$ cat src/rtl/ddr2_cmd_arbiter.sv
// ---------------------------------------------------------------------------
// ddr2_cmd_arbiter
//
// Owns the DDR2 command bus. While the init sequencer runs, its bus is passed
// straight through. Once init_end is seen the bus is shared between a read
// and a write requester (round-robin on simultaneous requests), and a periodic
// auto-refresh (PRE-all, tRP wait, AREF, tRFC wait) is inserted from an
// internal tREFI timer. All bus outputs are registered (1-cycle latency).
//
// Ports
//   clk, rst                    clock, asynchronous active-high reset
//   init_end                    init sequence complete (level)
//   init_cke/cmd/ba/addr        init sequencer bus
//   rd_req, rd_done             read requester request level / release pulse
//   rd_cmd/ba/addr              read requester bus
//   wr_req, wr_done             write requester request level / release pulse
//   wr_cmd/ba/addr              write requester bus
//   rd_grant, wr_grant          requester currently owns the bus
//   ref_pending                 refresh due; owner should finish and release
//   ref_overrun                 sticky: tREFI expired with refresh still pending
//   ddr2_cke/cmd/ba/addr        registered command bus to the PHY
// ---------------------------------------------------------------------------
module ddr2_cmd_arbiter #(
  parameter int BA_BITS   = 3,
  parameter int ADDR_BITS = 14,
  parameter int tCK       = 5,
  parameter int tREFI     = 7800,
  parameter int tRP       = 20,
  parameter int tRFC      = 130
) (
  input  logic                 clk,
  input  logic                 rst,
  input  logic                 init_end,
  input  logic                 init_cke,
  input  logic [3:0]           init_cmd,
  input  logic [BA_BITS-1:0]   init_ba,
  input  logic [ADDR_BITS-1:0] init_addr,
  input  logic                 rd_req,
  input  logic                 rd_done,
  input  logic [3:0]           rd_cmd,
  input  logic [BA_BITS-1:0]   rd_ba,
  input  logic [ADDR_BITS-1:0] rd_addr,
  input  logic                 wr_req,
  input  logic                 wr_done,
  input  logic [3:0]           wr_cmd,
  input  logic [BA_BITS-1:0]   wr_ba,
  input  logic [ADDR_BITS-1:0] wr_addr,
  output logic                 rd_grant,
  output logic                 wr_grant,
  output logic                 ref_pending,
  output logic                 ref_overrun,
  output logic                 ddr2_cke,
  output logic [3:0]           ddr2_cmd,
  output logic [BA_BITS-1:0]   ddr2_ba,
  output logic [ADDR_BITS-1:0] ddr2_addr
);

  localparam int REFI_CYC = tREFI / tCK;
  localparam int RP_CYC   = tRP / tCK;
  localparam int RFC_CYC  = tRFC / tCK;
  localparam int REFI_W   = $clog2(REFI_CYC);
  localparam int PH_MAX   = (RFC_CYC > RP_CYC) ? RFC_CYC : RP_CYC;
  localparam int PH_W     = $clog2(PH_MAX);

  localparam logic [REFI_W-1:0]    REFI_LAST = REFI_W'(REFI_CYC - 1);
  // Wait phases emit RP_CYC-1 / RFC_CYC-1 NOPs, so the phase counter runs 0..CYC-2.
  localparam logic [PH_W-1:0]      RP_LAST   = PH_W'(RP_CYC - 2);
  localparam logic [PH_W-1:0]      RFC_LAST  = PH_W'(RFC_CYC - 2);
  localparam logic [ADDR_BITS-1:0] ADDR_A10  = ADDR_BITS'(1024);

  localparam logic [3:0] CMD_NOP  = 4'b0111;
  localparam logic [3:0] CMD_PRE  = 4'b0010;
  localparam logic [3:0] CMD_AREF = 4'b0001;

  localparam logic [2:0] S_INIT     = 3'd0;
  localparam logic [2:0] S_IDLE     = 3'd1;
  localparam logic [2:0] S_GNT_RD   = 3'd2;
  localparam logic [2:0] S_GNT_WR   = 3'd3;
  localparam logic [2:0] S_REF_PRE  = 3'd4;
  localparam logic [2:0] S_REF_RP   = 3'd5;
  localparam logic [2:0] S_REF_AREF = 3'd6;
  localparam logic [2:0] S_REF_RFC  = 3'd7;

  logic [2:0]           state, state_nx;
  logic                 last_wr, last_wr_nx;
  logic [PH_W-1:0]      ph_cnt, ph_nx;
  logic [REFI_W-1:0]    refi_cnt;
  logic                 refi_wrap;
  logic                 ref_clr;
  logic                 rd_grant_nx, wr_grant_nx;
  logic                 cke_nx;
  logic [3:0]           cmd_nx;
  logic [BA_BITS-1:0]   ba_nx;
  logic [ADDR_BITS-1:0] addr_nx;

  assign refi_wrap = (state != S_INIT) && (refi_cnt == REFI_LAST);

  always_comb begin
    state_nx    = state;
    last_wr_nx  = last_wr;
    ph_nx       = ph_cnt;
    rd_grant_nx = rd_grant;
    wr_grant_nx = wr_grant;
    ref_clr     = 1'b0;
    cke_nx      = 1'b1;
    cmd_nx      = CMD_NOP;
    ba_nx       = '0;
    addr_nx     = '0;
    case (state)
      S_INIT: begin
        cke_nx  = init_cke;
        cmd_nx  = init_cmd;
        ba_nx   = init_ba;
        addr_nx = init_addr;
        if (init_end) state_nx = S_IDLE;
      end
      S_IDLE: begin
        // Refresh beats any request made in the same decision cycle.
        if (ref_pending) begin
          state_nx = S_REF_PRE;
          ref_clr  = 1'b1;
        end else if ((rd_req && wr_req && last_wr) || (rd_req && !wr_req)) begin
          state_nx    = S_GNT_RD;
          rd_grant_nx = 1'b1;
        end else if (wr_req) begin
          state_nx    = S_GNT_WR;
          wr_grant_nx = 1'b1;
        end
      end
      S_GNT_RD: begin
        cmd_nx     = rd_cmd;
        ba_nx      = rd_ba;
        addr_nx    = rd_addr;
        last_wr_nx = 1'b0;
        if (rd_done) begin
          rd_grant_nx = 1'b0;
          state_nx    = S_IDLE;
        end
      end
      S_GNT_WR: begin
        cmd_nx     = wr_cmd;
        ba_nx      = wr_ba;
        addr_nx    = wr_addr;
        last_wr_nx = 1'b1;
        if (wr_done) begin
          wr_grant_nx = 1'b0;
          state_nx    = S_IDLE;
        end
      end
      S_REF_PRE: begin
        cmd_nx   = CMD_PRE;
        addr_nx  = ADDR_A10;
        ph_nx    = '0;
        state_nx = S_REF_RP;
      end
      S_REF_RP: begin
        if (ph_cnt == RP_LAST) begin
          ph_nx    = '0;
          state_nx = S_REF_AREF;
        end else begin
          ph_nx = ph_cnt + PH_W'(1);
        end
      end
      S_REF_AREF: begin
        cmd_nx   = CMD_AREF;
        ph_nx    = '0;
        state_nx = S_REF_RFC;
      end
      S_REF_RFC: begin
        if (ph_cnt == RFC_LAST) begin
          ph_nx    = '0;
          state_nx = S_IDLE;
        end else begin
          ph_nx = ph_cnt + PH_W'(1);
        end
      end
      default: state_nx = S_IDLE;
    endcase
  end

  always_ff @(posedge clk or posedge rst) begin
    if (rst) begin
      state       <= S_INIT;
      last_wr     <= 1'b1;
      ph_cnt      <= '0;
      refi_cnt    <= '0;
      rd_grant    <= 1'b0;
      wr_grant    <= 1'b0;
      ref_pending <= 1'b0;
      ref_overrun <= 1'b0;
      ddr2_cke    <= 1'b0;
      ddr2_cmd    <= CMD_NOP;
      ddr2_ba     <= '0;
      ddr2_addr   <= '0;
    end else begin
      state     <= state_nx;
      last_wr   <= last_wr_nx;
      ph_cnt    <= ph_nx;
      rd_grant  <= rd_grant_nx;
      wr_grant  <= wr_grant_nx;
      ddr2_cke  <= cke_nx;
      ddr2_cmd  <= cmd_nx;
      ddr2_ba   <= ba_nx;
      ddr2_addr <= addr_nx;
      // Timer is held at zero during init so the first interval starts at init_end.
      if (state == S_INIT || refi_wrap) refi_cnt <= '0;
      else                              refi_cnt <= refi_cnt + REFI_W'(1);
      // A wrap while a refresh is still owed is not queued; it only flags overrun.
      ref_pending <= refi_wrap | (ref_pending & ~ref_clr);
      if (refi_wrap && ref_pending) ref_overrun <= 1'b1;
    end
  end

endmodule

$ cat config.mk
export PLATFORM = sky130hd
export DESIGN_NAME = ddr2_cmd_arbiter
export DESIGN_NICKNAME = d
export VERILOG_FILES = /design/src/rtl/ddr2_cmd_arbiter.sv
export SDC_FILE = /design/constraint.sdc
export NUM_CORES = 1
export LEC_CHECK = 0
export BUFFER_PORTS_ARGS = -buffer_cell sky130_fd_sc_hd__buf_2
export CELL_PAD_IN_SITES_DETAIL_PLACEMENT = 1
export CELL_PAD_IN_SITES_GLOBAL_PLACEMENT = 1
export CORE_MARGIN = 5
export CORE_UTILIZATION = 32
export DETAILED_ROUTE_END_ITERATION = 8
export HOLD_SLACK_MARGIN = 0.06
export PLACE_DENSITY_LB_ADDON = 0.1
export SETUP_SLACK_MARGIN = 0.3
export SLEW_MARGIN = 15
export SYNTH_ARGS = -nofsm -noshare
export SYNTH_HDL_FRONTEND = slang
export SYNTH_SLANG_ARGS = --single-unit
$ cat constraint.sdc
create_clock -name clk -period 1.5 [get_ports clk]
set_input_delay 0.15 -clock clk [delete_from_list [all_inputs] [get_ports clk]]
set_output_delay 0.15 -clock clk [all_outputs]
set_load 0.1 [all_outputs]
# Word level (Yosys, flattened, before mapping)
# Cells that the tools add are included.
[totals]
inputBits = 71
out_inout_bits = 26
regBits = 46
[classes]
addsub = 2
reduce_logical = 18
n_eq_ne = 20
mux = 29
bitwise_logic = 3
[ops]
columns = ["cell", "count"]
rows = [
  ["$pmux 14 s4", 1],
  ["$mux 3", 8],
  ["$pmux 3 s8", 1],
  ["$pmux 4 s5", 1],
  ["$ne 2x2->1 const B", 9],
  ["$pmux 5 s3", 1],
  ["$eq 3x3->1 const B", 4],
  ["$add 11x1->11 const B", 1],
  ["$eq 11x11->1 const B", 1],
  ["$mux 11", 1],
  ["$mux 1", 10],
  ["$mux 5", 2],
  ["$pmux 3 s3", 1],
  ["$eq 3x2->1 const B", 2],
  ["$pmux 1 s2", 3],
  ["$reduce_and 6->1", 1],
  ["$reduce_bool 2->1", 3],
  ["$reduce_bool 3->1", 2],
  ["$add 5x1->5 const B", 1],
  ["$eq 5x2->1 const B", 1],
  ["$eq 5x5->1 const B", 1],
  ["$logic_and 1x1->1", 5],
  ["$reduce_and 5->1", 1],
  ["$ne 4x4->1 const B", 1],
  ["9 further kinds", 10],
]

# Longest topological paths before layout
[logic_depth]
depth_word = 6
mapped_depth = 6
ltp_nobuf = 6

# Worst setup path before layout
# Ideal clock, no wire load.
[synth_path]
kind = "register to register"
from = "reg ref_pending"
to = "reg ref_pending"
path_buffers = 0
arrival_time_ns = 1.523
stages_incl_launch_ff = 3
t_required_ns = 1.373
path_slack_ns = -0.150
synth_period_minus_slack_ns = 1.650
path_cell_list = "dfrtp_1 > mux2_2 > o32a_2"
[synth_via]
elab_chain_len = 5
[synth_rtl]
columns = ["item", "line", "text"]
rows = [
  ["from (decl)", "50", "output logic ref_pending,"],
  ["from (signal assigned)", "209", "ref_pending <= refi_wrap | (ref_pending & ~ref_clr);"],
  ["$mux 1", "119", "if (ref_pending) begin"],
  ["$mux 1", "109", "case (state)"],
  ["$not 1->1", "209", ""],
  ["$and 1x1->1 *", "209", ""],
  ["$or 1x1->1 *", "209", ""],
]
# Mark *: on every way between the ends. The rest lies on a longest branch, timed or not.
# A chain may end at the register's enable or synchronous reset.

# Worst setup path in the final report
[layout_path]
from = "reg refi_cnt[6]"
to = "reg refi_cnt[9]"
[layout_via]
elab_chain_len = 4
word_cells_on_any_way = 5
classes_between = "add/sub: 1; eq/ne: 1; mux: 1; reduce/logical: 2"
[layout_rtl]
columns = ["item", "line", "text"]
rows = [
  ["from (decl)", "87", "logic [REFI_W-1:0] refi_cnt;"],
  ["from (signal assigned)", "207", "else refi_cnt <= refi_cnt + REFI_W'(1);"],
  ["parallel branches: the longest is 3 deep, another holds $add 11x1->11", "-", ""],
  ["$mux 11 *", "206", "if (state == S_INIT || refi_wrap) refi_cnt <= '0;"],
]
# Mark *: on every way between the ends.

==> impl_summary.log <==
[metrics] leakage: approximately 0.0019 uW
[metrics] detailed-route DRC error count: 0
[metrics] post-route cell area: about 4000 um^2
[metrics] Die ar.: 9360 um^2
[metrics] minimum setup slack in the final design: -0.115 ns
[metrics] VDD IR-drop max: 1.20 mV
[metrics] Critical Path, Cell by Cell: or4_4 -> nor3_4 -> nand2b_4 -> clkbuf_16 -> nor2_1
[metrics] number of port buffers: 96
[metrics] Starting Density: 33.0%
[metrics] Global Route Usage Sum: 17.6%
[metrics] routed via count: about 2,500
[metrics] library cell occupying the most area in the post-synthesis netlist: sky130_fd_sc_hd__dfrtp_1
[metrics] antenna violation net count after detailed routing: 0
[metrics] wire length of the first global-routing pass: around 14,000 um
[metrics] Initial DRT Pass Iterations: 4
[metrics] Final nets: between 400 and 500
[metrics] Worst-Skew Late Latency: 0.30 ns
[metrics] Num CTS Buffers: 5
[metrics] worst slew margin relative to its limit: 77.8%
[metrics] Max H-tree Level: 2
[metrics] total wire length after detailed routing: 8530 um
[metrics] synthesized flop and latch total: 46
[metrics] final setup skew: just over 0.007 ns
[metrics] register clock-pin slew on the reported worst setup and hold paths: 0.09 ns
[metrics] maximum fanout count along the critical path: 5
[metrics] Avg WL per Cell: 16.9 um
[metrics] Cells after Synth: 261
[metrics] largest cells by area after synthesis: sky130_fd_sc_hd__dfrtp_1 (44%), sky130_fd_sc_hd__nor2_1 (8.1%), sky130_fd_sc_hd__mux2i_1 (7.9%)
[metrics] cell with the most instances after synthesis: sky130_fd_sc_hd__nor2_1
[metrics] fraction of final layout cells with drive strength greater than 1: about 54%
[metrics] Post-synth top flop: sky130_fd_sc_hd__dfrtp_1
[metrics] kind of critical path: flip-flop to flip-flop
[metrics] final worst path period need: 1.61 ns
[metrics] via count of the first global-routing pass: 2,758
[metrics] Hold/Removal Path Class: primary input to flip-flop
[metrics] Synthesis Warnings: 0
[metrics] Clock Root Buffer: sky130_fd_sc_hd__clkbuf_8
[metrics] ranking of synthesized cells by instance count: sky130_fd_sc_hd__nor2_1 (52), sky130_fd_sc_hd__dfrtp_1 (42), sky130_fd_sc_hd__a21oi_1 (25)
[metrics] number of antenna violations at the first check in global routing: 0
[metrics] setup repair after global routing missed its margin: true
[metrics] Syn Std Cell Area: approximately 2400 um^2
[metrics] sequential element share of the synthesized area: between 40 and 50%
[metrics] largest net degree at the start of global routing: 22
[metrics] number of max-slew violations in the final report: 0
[metrics] Diodes inserted: 0
[metrics] overall die height: 96.8 um
[metrics] total nets after synthesis: 336
[metrics] setup violators final: 12
[metrics] final period utilization: 108%
[metrics] Filler Cell Count: 860
[metrics] half-perimeter wire length of the detailed placement result: 5450 um
[metrics] Arr. time, crit path: 1.82 ns
[metrics] Max clock buf depth: 2
[metrics] startpoint class of the critical path: flip-flop
[metrics] critical path's largest stage delay: 0.55 ns
[metrics] iteration-0 DRC count of the detailed router: 65
[metrics] number of rows in the core area: 31
[metrics] total number of clock tree sinks: 46
[metrics] post-DR vias/cell: 4.93
[metrics] worst setup slack after placement: -0.0601 ns
[metrics] hold violation total from the final report: 0
[metrics] Pwr Density: 2110 nW/um^2
[metrics] Top Ports: 97
[metrics] run status: finished, violations left
[metrics] element type at the critical path end: flip-flop
[metrics] relative area change from synthesis to final layout: 68.9%
[metrics] width of the chip: 96.8 um
[metrics] Post-DP Area: 3200 um^2
[metrics] number of unique standard cell types used by synthesis: 42
[metrics] highest-delay cell along the critical path: sky130_fd_sc_hd__or4_4
[metrics] failing checks: setup timing
[metrics] mean post-synth cell area: 9.23 um^2
[metrics] worst slew pin tran: between 0.3 and 0.4 ns
[metrics] # Max-Cap Violations: 0
[metrics] Max Clk Rate: 619 MHz
[metrics] EDFF count, synth: 0
[metrics] CTS tree: done
[metrics] post-layout total power: roughly 8600 uW
[metrics] share of flip-flops with an asynchronous set or reset: 100%
[metrics] RePlAce Congestion: 0.791
[metrics] Remaining Overflow, GRT: 0
[metrics] fraction of post-synthesis cell area in the top cell type by area: 43.6%
[metrics] area of the core region: ~7300 um^2
[metrics] Critical Path RT: 1.70 ns
==> worst max-delay path: cells and delay by family (launching register included) <==
family,cells,cell delay [ns]
buffers and inverters,1,0.14
flip-flops,1,0.40
AND/OR/NAND/NOR,4,0.96
==> cell type report <==
cell class,instances,area [um^2],share of cell area (%)
Tap cell,99,124,3.04
Inverter,10,41.3,1.01
Clock inverter,3,68.8,1.69
Sequential cell,46,1160,28.6
Multi-Input combinational cell,188,1390,34.1
Clock buffer,5,68.8,1.69
Timing Repair Buffer,154,1210,29.9
==> path summary, 6_finish.rpt <==
path,start,end,slack [ns],depth (start not counted)
setup reg to reg,refi_cnt[6],refi_cnt[9],-0.11,5
min in group asynchronous,rst,ref_overrun,0.30,3
max in group asynchronous,rst,ddr2_addr[5],0.70,4
hold reg to reg,last_wr,last_wr,0.48,2
setup / recovery,refi_cnt[6],refi_cnt[9],-0.11,5
hold / removal,wr_addr[11],ddr2_addr[11],0.08,3
==> power breakdown <==
part / switching (uW) / internal, uW / total, uW
Combinational: 3610 / 1940 / 5550
Sequential: 261 / 1670 / 1930
Clock: 449 / 668 / 1120
==> cell families (layout without fill, tap and decap cells) <==
| group | count (synthesis) | count (layout) | synth area share, % |
|---|---|---|---|
| AOI/OAI and AO/OA | 51 | 51 | 13.2 |
| muxes | 20 | 20 | 8.36 |
| and+or+nand+nor | 104 | 104 | 20.2 |
| adders and majority gates | 4 | 4 | 2.08 |
| xor gates and xnor gates | 9 | 9 | 3.27 |
| DFF | 46 | 46 | 48.0 |
| buffers and inverters | 27 | 172 | 4.94 |
==> per-layer routing <==
layer	vias to the layer above	part of all wire, %	track usage (%)
met5	-	0	0
met4	0	1.3	4.64
met3	8	7.0	5.83
met2	79	53	31.8
met1	1218	39	19.9
li1	1183	-	-
==> through the flow <==
stage	TNS, ns	std cells	util [%]	hold slack, ns
floorplan	0	261	-	0.165
global placement	-0.186	464	43.9	0.0824
detailed placement	-0.577	464	43.9	0.0829
CTS	-0.677	495	52.7	0.0672
global route	-1.77	505	55.8	0.0775
finish	-1.21	505	55.8	0.0786
==> what timing repair did <==
item                                   4_1_cts  5_1_grt
setup endpoints to repair                   71       48
endpoints found under the hold margin       46        0
pin swaps                                    9       14
buffers inserted                            17        9
resized for setup                           83       35
hold buffers                                 3        0
cloned                                       3        1
==> state kept, by name (all words and copies together) (netlist names) <==
signal / count
ph_cnt: 5
refi_cnt: 11
state: 3
ddr2_ba: 3
last_wr: 1
ref_overrun: 1
ddr2_cke: 1
ref_pending: 1
wr_grant: 1
rd_grant: 1
ddr2_cmd: 4
ddr2_addr: 14
==> cells in the final DEF (no fill, tap or decap), types with 5 or more instances in the layout <==
cell,netlist,final
sky130_fd_sc_hd__a21oi_1,25,21
sky130_fd_sc_hd__buf_12,0,8
sky130_fd_sc_hd__buf_2,8,70
sky130_fd_sc_hd__buf_4,0,54
sky130_fd_sc_hd__buf_6,1,15
sky130_fd_sc_hd__clkbuf_8,0,5
sky130_fd_sc_hd__dfrtp_1,42,37
sky130_fd_sc_hd__inv_1,10,7
sky130_fd_sc_hd__mux2i_1,19,18
sky130_fd_sc_hd__nand2_1,11,7
sky130_fd_sc_hd__nand2b_1,9,6
sky130_fd_sc_hd__nand3_1,8,6
sky130_fd_sc_hd__nor2_1,52,45
sky130_fd_sc_hd__nor2_2,0,7
sky130_fd_sc_hd__xnor2_1,7,7
No activity file was read; power rests on OpenSTA's default activity.
